### config.mk
export PLATFORM = sky130hd
export DESIGN_NAME = posit_dot_seq
export DESIGN_NICKNAME = d
export VERILOG_FILES = /design/src/rtl/posit_pkg.sv /design/src/rtl/posit_dot_seq.sv
export SDC_FILE = /design/constraint.sdc
export NUM_CORES = 1
export LEC_CHECK = 0
export ABC_CLOCK_PERIOD_IN_PS = 2029
export CAP_MARGIN = 0
export CORE_AREA = 2 2 111 113
export DETAILED_ROUTE_END_ITERATION = 7
export DIE_AREA = 0 0 113 115
export PLACE_DENSITY = 0.74
export SYNTH_ARGS = -nofsm -noshare
export SYNTH_HDL_FRONTEND = slang
export SYNTH_SLANG_ARGS = --single-unit
### constraint.sdc
create_clock -name clk_i -period 2.03 [get_ports clk_i]
set_input_delay 0.406 -clock clk_i [delete_from_list [all_inputs] [get_ports clk_i]]
set_output_delay 0.406 -clock clk_i [all_outputs]
set_load 0.05 [all_outputs]
### src/rtl/posit_pkg.sv
// Shared posit definitions: supported formats, their bit widths and the
// operation codes understood by the posit arithmetic units.
package posit_pkg;

  typedef enum logic [1:0] {
    POSIT32 = 2'd0,
    POSIT16 = 2'd1,
    POSIT8  = 2'd2,
    POSIT64 = 2'd3
  } posit_format_e;

  typedef enum logic [2:0] {
    FMADD  = 3'd0,
    FNMSUB = 3'd1,
    ADD    = 3'd2,
    MUL    = 3'd3,
    DIV    = 3'd4,
    SQRT   = 3'd5
  } operation_e;

  function automatic int unsigned posit_width(input posit_format_e fmt);
    case (fmt)
      POSIT16: return 16;
      POSIT8:  return 8;
      POSIT64: return 64;
      default: return 32;
    endcase
  endfunction

endpackage

### src/rtl/posit_dot_seq.sv
// Dot-product sequencer: streams element pairs into an external posit FMA
// unit, chaining each result back as the next accumulator operand.
module posit_dot_seq #(
  parameter posit_pkg::posit_format_e pFormat = posit_pkg::posit_format_e'(0),
  parameter int unsigned MAX_LEN = 256,
  localparam int unsigned WIDTH = posit_pkg::posit_width(pFormat),
  localparam int unsigned LW    = $clog2(MAX_LEN + 1)
) (
  input  logic                        clk_i,
  input  logic                        rst_ni,
  input  logic                        flush_i,
  input  logic                        start_valid_i,
  output logic                        start_ready_o,
  input  logic [LW-1:0]               len_i,
  input  logic [WIDTH-1:0]            acc_init_i,
  input  logic                        elem_valid_i,
  output logic                        elem_ready_o,
  input  logic [WIDTH-1:0]            elem_a_i,
  input  logic [WIDTH-1:0]            elem_b_i,
  output logic [2:0][WIDTH-1:0]       fma_operands_o,
  output posit_pkg::operation_e       fma_op_o,
  output logic                        fma_op_mod_o,
  output logic                        fma_tag_o,
  output logic                        fma_in_valid_o,
  input  logic                        fma_in_ready_i,
  output logic                        fma_flush_o,
  input  logic [WIDTH-1:0]            fma_result_i,
  input  logic                        fma_tag_i,
  input  logic                        fma_out_valid_i,
  output logic                        fma_out_ready_o,
  output logic                        res_valid_o,
  input  logic                        res_ready_i,
  output logic [WIDTH-1:0]            res_o,
  output logic                        busy_o
);

  typedef enum logic [1:0] {S_IDLE, S_ISSUE, S_WAIT, S_DONE} state_e;

  state_e           state_q, state_d;
  logic [WIDTH-1:0] acc_q, acc_d;
  logic [LW-1:0]    cnt_q, cnt_d;
  logic             tag_q, tag_d;
  logic             outst_q, outst_d;

  logic start_hs, issue_hs, capture, last_elem;

  assign start_hs  = start_valid_i & start_ready_o;
  assign issue_hs  = fma_in_valid_o & fma_in_ready_i;
  // A combinational unit answers in the issue cycle, before outst_q is set.
  assign capture   = fma_out_valid_i & fma_out_ready_o & (outst_q | issue_hs) &
                     (fma_tag_i == tag_q);
  assign last_elem = (cnt_q == LW'(1));

  // NOTE: state uses non-blocking assignments so every flop samples the
  // pre-edge values of the others, independent of process ordering.
  always_ff @(posedge clk_i or negedge rst_ni) begin
    if (!rst_ni) begin
      state_q <= S_IDLE;
      acc_q   <= '0;
      cnt_q   <= '0;
      tag_q   <= 1'b0;
      outst_q <= 1'b0;
    end else begin
      state_q <= state_d;
      acc_q   <= acc_d;
      cnt_q   <= cnt_d;
      tag_q   <= tag_d;
      outst_q <= outst_d;
    end
  end

  // NOTE: every variable gets a default first so no path infers a latch.
  always_comb begin
    state_d = state_q;
    acc_d   = acc_q;
    cnt_d   = cnt_q;
    tag_d   = tag_q;
    outst_d = outst_q;
    unique case (state_q)
      S_IDLE: begin
        if (start_hs) begin
          acc_d   = acc_init_i;
          cnt_d   = len_i;
          tag_d   = 1'b0;
          outst_d = 1'b0;
          state_d = (len_i == '0) ? S_DONE : S_ISSUE;
        end
      end
      S_ISSUE: begin
        if (issue_hs) outst_d = 1'b1;
        if (capture)       state_d = last_elem ? S_DONE : S_ISSUE;
        else if (issue_hs) state_d = S_WAIT;
      end
      S_WAIT: begin
        if (capture) state_d = last_elem ? S_DONE : S_ISSUE;
      end
      S_DONE: begin
        if (res_ready_i) state_d = S_IDLE;
      end
      default: state_d = S_IDLE;
    endcase
    if (capture) begin
      acc_d   = fma_result_i;
      tag_d   = ~tag_q;
      cnt_d   = cnt_q - LW'(1);
      outst_d = 1'b0;
    end
    if (flush_i) begin
      state_d = S_IDLE;
      outst_d = 1'b0;
    end
  end

  always_comb begin
    start_ready_o   = 1'b0;
    elem_ready_o    = 1'b0;
    fma_in_valid_o  = 1'b0;
    fma_out_ready_o = 1'b0;
    res_valid_o     = 1'b0;
    res_o           = '0;
    unique case (state_q)
      S_IDLE:  start_ready_o = ~flush_i;
      S_ISSUE: begin
        fma_in_valid_o  = elem_valid_i;
        elem_ready_o    = fma_in_ready_i;
        fma_out_ready_o = 1'b1;
      end
      S_WAIT:  fma_out_ready_o = 1'b1;
      S_DONE: begin
        res_valid_o = 1'b1;
        res_o       = acc_q;
      end
      default: ;
    endcase
  end

  assign fma_operands_o = {acc_q, elem_b_i, elem_a_i};
  assign fma_op_o       = posit_pkg::FMADD;
  assign fma_op_mod_o   = 1'b0;
  assign fma_tag_o      = tag_q;
  assign fma_flush_o    = flush_i & rst_ni;
  assign busy_o         = (state_q != S_IDLE);

endmodule
== Word level (Yosys, flattened, before mapping) ==
Cells that the tools add are included.

* Flip-flop bits (word level): 45
* Input bits: 146
* Output and inout bits: 140
* Word-level logic and storage cells: 63

* $add $sub $neg: 1
* Eq/ne operators: 10
* Muxes and demuxes: 28
* Bitwise gates (word level): 9
* Reduce and logical (&&, ||, !) cells: 10

{| class="wikitable"
|+ Operators by type and width
! cell !! number
|-
| 2-to-1 mux 32 bit || 4
|-
| 2-to-1 mux 9 bit || 3
|-
| 2-to-1 mux 2 bit || 8
|-
| 2-to-1 mux 1 bit || 11
|-
| == test 9 x 1 -> 1 bit, second input constant || 1
|-
| logical NOT 9 bit || 1
|-
| != test 3 bit, second input constant || 3
|-
| subtractor 9 x 1 -> 9 bit, second input constant || 1
|-
| != test 4 bit, second input constant || 2
|-
| one-hot mux 2 bit (4 select lines) || 1
|-
| AND 1 bit || 6
|-
| nonzero test 2 bit || 3
|-
| == test 2 bit, second input constant || 2
|-
| AND reduction 4 bit || 1
|-
| nonzero test 4 bit || 1
|-
| AND reduction 3 bit || 1
|-
| == test 2 x 1 -> 1 bit, second input constant || 1
|-
| logical NOT 2 bit || 1
|-
| inverter 1 bit || 2
|-
| one-hot mux 1 bit (2 select lines) || 1
|-
| AND reduction 2 bit || 1
|-
| OR reduction 2 bit || 1
|-
| == test 1 bit || 1
|-
| bitwise OR 1 bit || 1
|}

== Depth between registers and ports, before layout ==
* Word-level depth: 9
* Gate-level depth with buffers: 8
* Mapped depth without buffers: 6

== Worst setup path after synthesis ==
OpenSTA, ideal clock, no wires.

* Path type: register to register
* Start point: register state_q[0]
* End point: register cnt_q[0]
* Setup time: 0.120 ns
* Data arrival time: 2.230 ns
* Data required time: 1.910 ns
* Slack: -0.320 ns
* Stages on the path, launching flop included: 9
* Path buffers: 2
* Clock period less this slack: 2.350 ns
* Cell sequence: dfrtp_1 > inv_1 > ha_1 > nand2_1 > or3_1 > buf_6 > buf_8 > mux2i_1 > a41o_1

* Longest elaborated chain between the ends: 8
* Elaborated cells between the ends (all ways): 17
* Those cells by class: eq/ne (2); mux (4); bitwise (6); reduce/logical (5)

{| class="wikitable"
|+ RTL lines
! item !! line !! source
|-
| start, declared || posit_dot_seq.sv:39 || <nowiki>state_e state_q, state_d;</nowiki>
|-
| start signal, assigned || posit_dot_seq.sv:64 || <nowiki>state_q <= state_d;</nowiki>
|-
| == test 2 bit / == test 2 x 1 -> 1 bit (equally long branches) || posit_dot_seq.sv:121 || <nowiki>unique case (state_q)</nowiki>
|-
| OR reduction 2 bit (no source line) (*) || - ||
|-
| 2-to-1 mux 1 bit (*) || posit_dot_seq.sv:121 ||
|-
| via fma_out_ready_o || posit_dot_seq.sv:30 || <nowiki>output logic fma_out_ready_o,</nowiki>
|-
| AND 1 bit (*) (3 in series) || posit_dot_seq.sv:50 || <nowiki>assign capture = fma_out_valid_i & fma_out_ready_o & (outst_q | issue_hs) &</nowiki>
|-
| nonzero test 2 bit (no source line) || - ||
|-
| AND reduction 2 bit (no source line) || - ||
|-
| end signal, assigned || posit_dot_seq.sv:66 || <nowiki>cnt_q <= cnt_d;</nowiki>
|-
| end, declared || posit_dot_seq.sv:41 || <nowiki>logic [LW-1:0] cnt_q, cnt_d;</nowiki>
|}

Mark *: on every way through the listed nets, which the timed path passes. The rest lies on a longest branch.
A chain may end at the register's enable or synchronous reset.

== Worst setup path after layout ==
* Start point: register state_q[0]
* End point: output port elem_ready_o

* Longest elaborated chain between the ends: 2

{| class="wikitable"
|+ RTL lines
! item !! line !! source
|-
| == test 2 x 1 -> 1 bit || posit_dot_seq.sv:121 ||
|-
| 2-to-1 mux 1 bit || posit_dot_seq.sv:121 ||
|-
| end, declared || posit_dot_seq.sv:17 || <nowiki>output logic elem_ready_o,</nowiki>
|}

No other way between the ends.

==> flow_summary.toml <==
[timing]
fmax_ghz = 0.5079
holdWs_ns = 0.2338
worst_slew_margin_rel_pct = 59.09
hold_viol = 0
setup_violations = 0
worst_slew_pin_slew_ns = 0.6136
layout_worst_path_cycle_share_pct = 96.98
final.setup_skew_ns = 0.005071
final.min_clock_period_ns = 1.969
slew_limit_fails = 0
grt_setup_unrepaired = "yes"

[power]
combinationalPowerShare_pct = 55.7
switchingPower_mw = 2.578
powerDensity_mw_per_mm2 = 1111
irDropWorstVdd_mv = 0.4065
p_clk_share_pct = 16.0
swShare_pct = 45.44
design_power_total_mw = 5.673
power_leakage_nw = 2.207
cell_internal_pwr_mw = 3.095
share_seq_of_total_power_pct = 28.3

[logic_synthesis]
post_synthesis_sequential_area_ratio_pct = 35.35
ys_seq_elements = 45
number_of_instances_in_the_synthesized_netlist = 350
netlist_area_mm2 = 0.003186
ys_warn_count = 0
synth_enable_flop_cells = 0
postSynth.topFlopCell = "sky130_fd_sc_hd__dfrtp_1"
async_reset_ff_share_pct = 100.0
synth_cell_types = 41
avgSynthCellArea_um2 = 9.102

[global_route]
global_route_wire_length_before_repair_um = 15040
grt_start_max_net_pins = 46
gr_util_all_layers_pct = 14.04
first_global_vias = 2985
grt-ovfl-total = 0
antenna_found_initial = 0

[floorplanning]
die_y_um = 115
die_ar_mm2 = 0.01300
start_util_pct = 26.97
placementRows = 40
coreArea_mm2 = 0.01181
die_width_um = 113
ioPinCount = 286

[worst_setup_path]
crit_arrival_ns = 1.56
reg2reg_from = "state_q[0]"
path_cells = "buf_4 > ha_1 > buf_4 > and2_1 > buf_12"
largest_fanout_on_the_critical_path = 6
crit_path_start_kind = "register"
critPathCapture = "elem_ready_o"
crit_top_cell = "sky130_fd_sc_hd__buf_4"
cpMaxStageDelayCell = "sky130_fd_sc_hd__dfrtp_1"
critical_path.endpoint_type = "output pin"
crit_cells = 5
cpPeakStageDelay_ns = 0.40
worst-path-buf-inv = 3
critical_path.reg2reg.endpoint = "cnt_q[0]"
r2r_slack_ns = 0.09
cp.required_ns = 1.62
worst_path_dominant_cell_family = "buffers and inverters"
critical_path_class = "reg2out"
worstSetupStartpoint = "state_q[0]"
reg2reg_depth = 7

[clock_network]
clk_path_buf_depth = 2
tritoncts = "done"
ctsRootBufferMaster = "sky130_fd_sc_hd__clkbuf_16"
post_cts_hold_buffer_count = 0
cts.clk_slew.worst_paths_ns = 0.06
cts_htree_levels = 2
insertion_delay_ns = 0.28
numClockSinks = 45
cts_made_buffers = 5

[status]
failed_checks = "DRC"
status = "finished with violations"

[layout]
antenna_cells = 0
area_growth_pct = 60.29
final.fill_count = 1167
number_of_nets_in_the_layout = 604
layout.cell_area.non_filler_mm2 = 0.005106
post_route_cells_drive_above_1_share_pct = 18.63

[drt]
antenna_violating_nets_post_route = 0
drt_pass1_iterations = 6
drt_iter0_markers = 127
wl_um = 9241
avgViaCountPerCell = 4.689
drt_drc_violations_left = 20
routed-via-count = 2804
wl_per_cell_um = 15.45

[placement]
place.port_buffers = 153
detailed_place.area_mm2 = 0.004903
post-dp-hpwl_um = 7003
gp_congestion = 0.8509

[hold_path]
min_path_type = "in2async"

[run]
maxCapViolCount = 0
-- layout make-up --
| cell class | instances | area, µm² | area share [%] |
|---|---|---|---|
| Tap cell | 147 | 183.9 | 3.602 |
| Multi-Input combinational cell | 216 | 1488 | 29.14 |
| Clock inverter | 2 | 35.03 | 0.6861 |
| Inverter | 8 | 30.03 | 0.5881 |
| Timing Repair Buffer | 175 | 2118 | 41.48 |
| Sequential cell | 45 | 1126 | 22.05 |
| Clock buffer | 5 | 125.1 | 2.450 |
-- placed cells by master, fill, tap and decap left out, types with 5 or more instances in the layout --
| cell | netlist | layout |
|---|---|---|
| sky130_fd_sc_hd__o21ai_0 | 41 | 41 |
| sky130_fd_sc_hd__nor2_1 | 7 | 5 |
| sky130_fd_sc_hd__nand2_1 | 36 | 35 |
| sky130_fd_sc_hd__a221o_1 | 6 | 6 |
| sky130_fd_sc_hd__dfrtp_1 | 45 | 45 |
| sky130_fd_sc_hd__inv_1 | 8 | 7 |
| sky130_fd_sc_hd__mux2i_1 | 34 | 34 |
| sky130_fd_sc_hd__clkdlybuf4s50_1 | 0 | 113 |
| sky130_fd_sc_hd__buf_12 | 0 | 41 |
| sky130_fd_sc_hd__clkbuf_16 | 0 | 5 |
| sky130_fd_sc_hd__nor3_1 | 5 | 5 |
| sky130_fd_sc_hd__and2_1 | 35 | 35 |
| sky130_fd_sc_hd__ha_1 | 7 | 6 |
| sky130_fd_sc_hd__buf_4 | 68 | 18 |
-- logic make-up (layout without fill, tap and decap cells) --
kind of cell / count (synthesis) / count (layout) / synth area share [%]
and+or+nand+nor: 103 / 103 / 17.48
buffers and inverters: 92 / 190 / 19.80
AOI/OAI and AO/OA: 66 / 66 / 12.96
DFF: 45 / 45 / 35.35
muxes: 35 / 35 / 11.04
adders and majority gates: 7 / 7 / 2.749
other: 1 / 4 / 0.1177
xor gates and xnor gates: 1 / 1 / 0.5107
-- per-stage QoR --
step                      utilization, %   TNS [ns]  setup slack, ns  cells
after global placement             41.51    -0.1814         -0.06839    590
after detailed placement           41.51     -1.104          -0.1041    590
after CTS                          42.90          0          0.03462    597
after global routing               43.23  -0.003203        -0.003203    598
final                              43.23          0          0.06130    598
after floorplan                        -          0         0.009646    353
-- worst min path at each step --
stage                     to  slack [ns]
global route        cnt_q[7]        0.29
CTS                 cnt_q[7]        0.25
finish               outst_q        0.23
global placement    cnt_q[8]        0.50
floorplan           acc_q[0]        0.11
detailed placement  cnt_q[6]        0.52
-- cells in the mapped netlist (all sizes together), types with 2 or more instances --
library cell,instances,area [µm²]
a211oi,3,22.52
a21boi,2,15.01
a21oi,3,15.01
a221o,6,60.06
a31oi,2,12.51
a41o,2,20.02
and2,35,219.0
buf,79,581.8
clkbuf,5,18.77
dfrtp,45,1126
ha,7,87.58
inv,8,30.03
mux2i,34,340.3
nand2,36,135.1
nor2,7,26.28
nor3,7,45.04
nor4,5,31.28
nor4b,2,17.52
o21ai,41,205.2
o31ai,2,20.02
or3,4,25.02
-- per-layer routing --
| metal | wire (µm) | global-route usage, % |
|---|---|---|
| met5 | 0 | 0 |
| met4 | 133 | 4.065 |
| met3 | 735 | 3.585 |
| met2 | 4451 | 24.63 |
| met1 | 3920 | 17.09 |
-- timing repair --
action,CTS,global route
resized for setup,1,7
setup endpoints to repair,2,30
cloned,0,0
hold endpoints to repair,0,0
setup buffers,0,1
-- power groups by stage --
stage | registers (mW) | clock network, mW | logic (mW)
global route | 1.66 | 0.986 | 3.34
detailed placement | 1.62 | 0 | 3.15
floorplan | 2.59 | 0 | 1.21
finish | 1.60 | 0.908 | 3.16
CTS | 1.60 | 0.953 | 3.16
global placement | 1.60 | 0 | 3.10
-- flip-flops by register name, indices dropped and copies added (netlist names) --
name	count
outst_q	1
fma_tag_o	1
cnt_q	9
state_q	2
acc_q	32
Power figures use the tool's default switching activity.
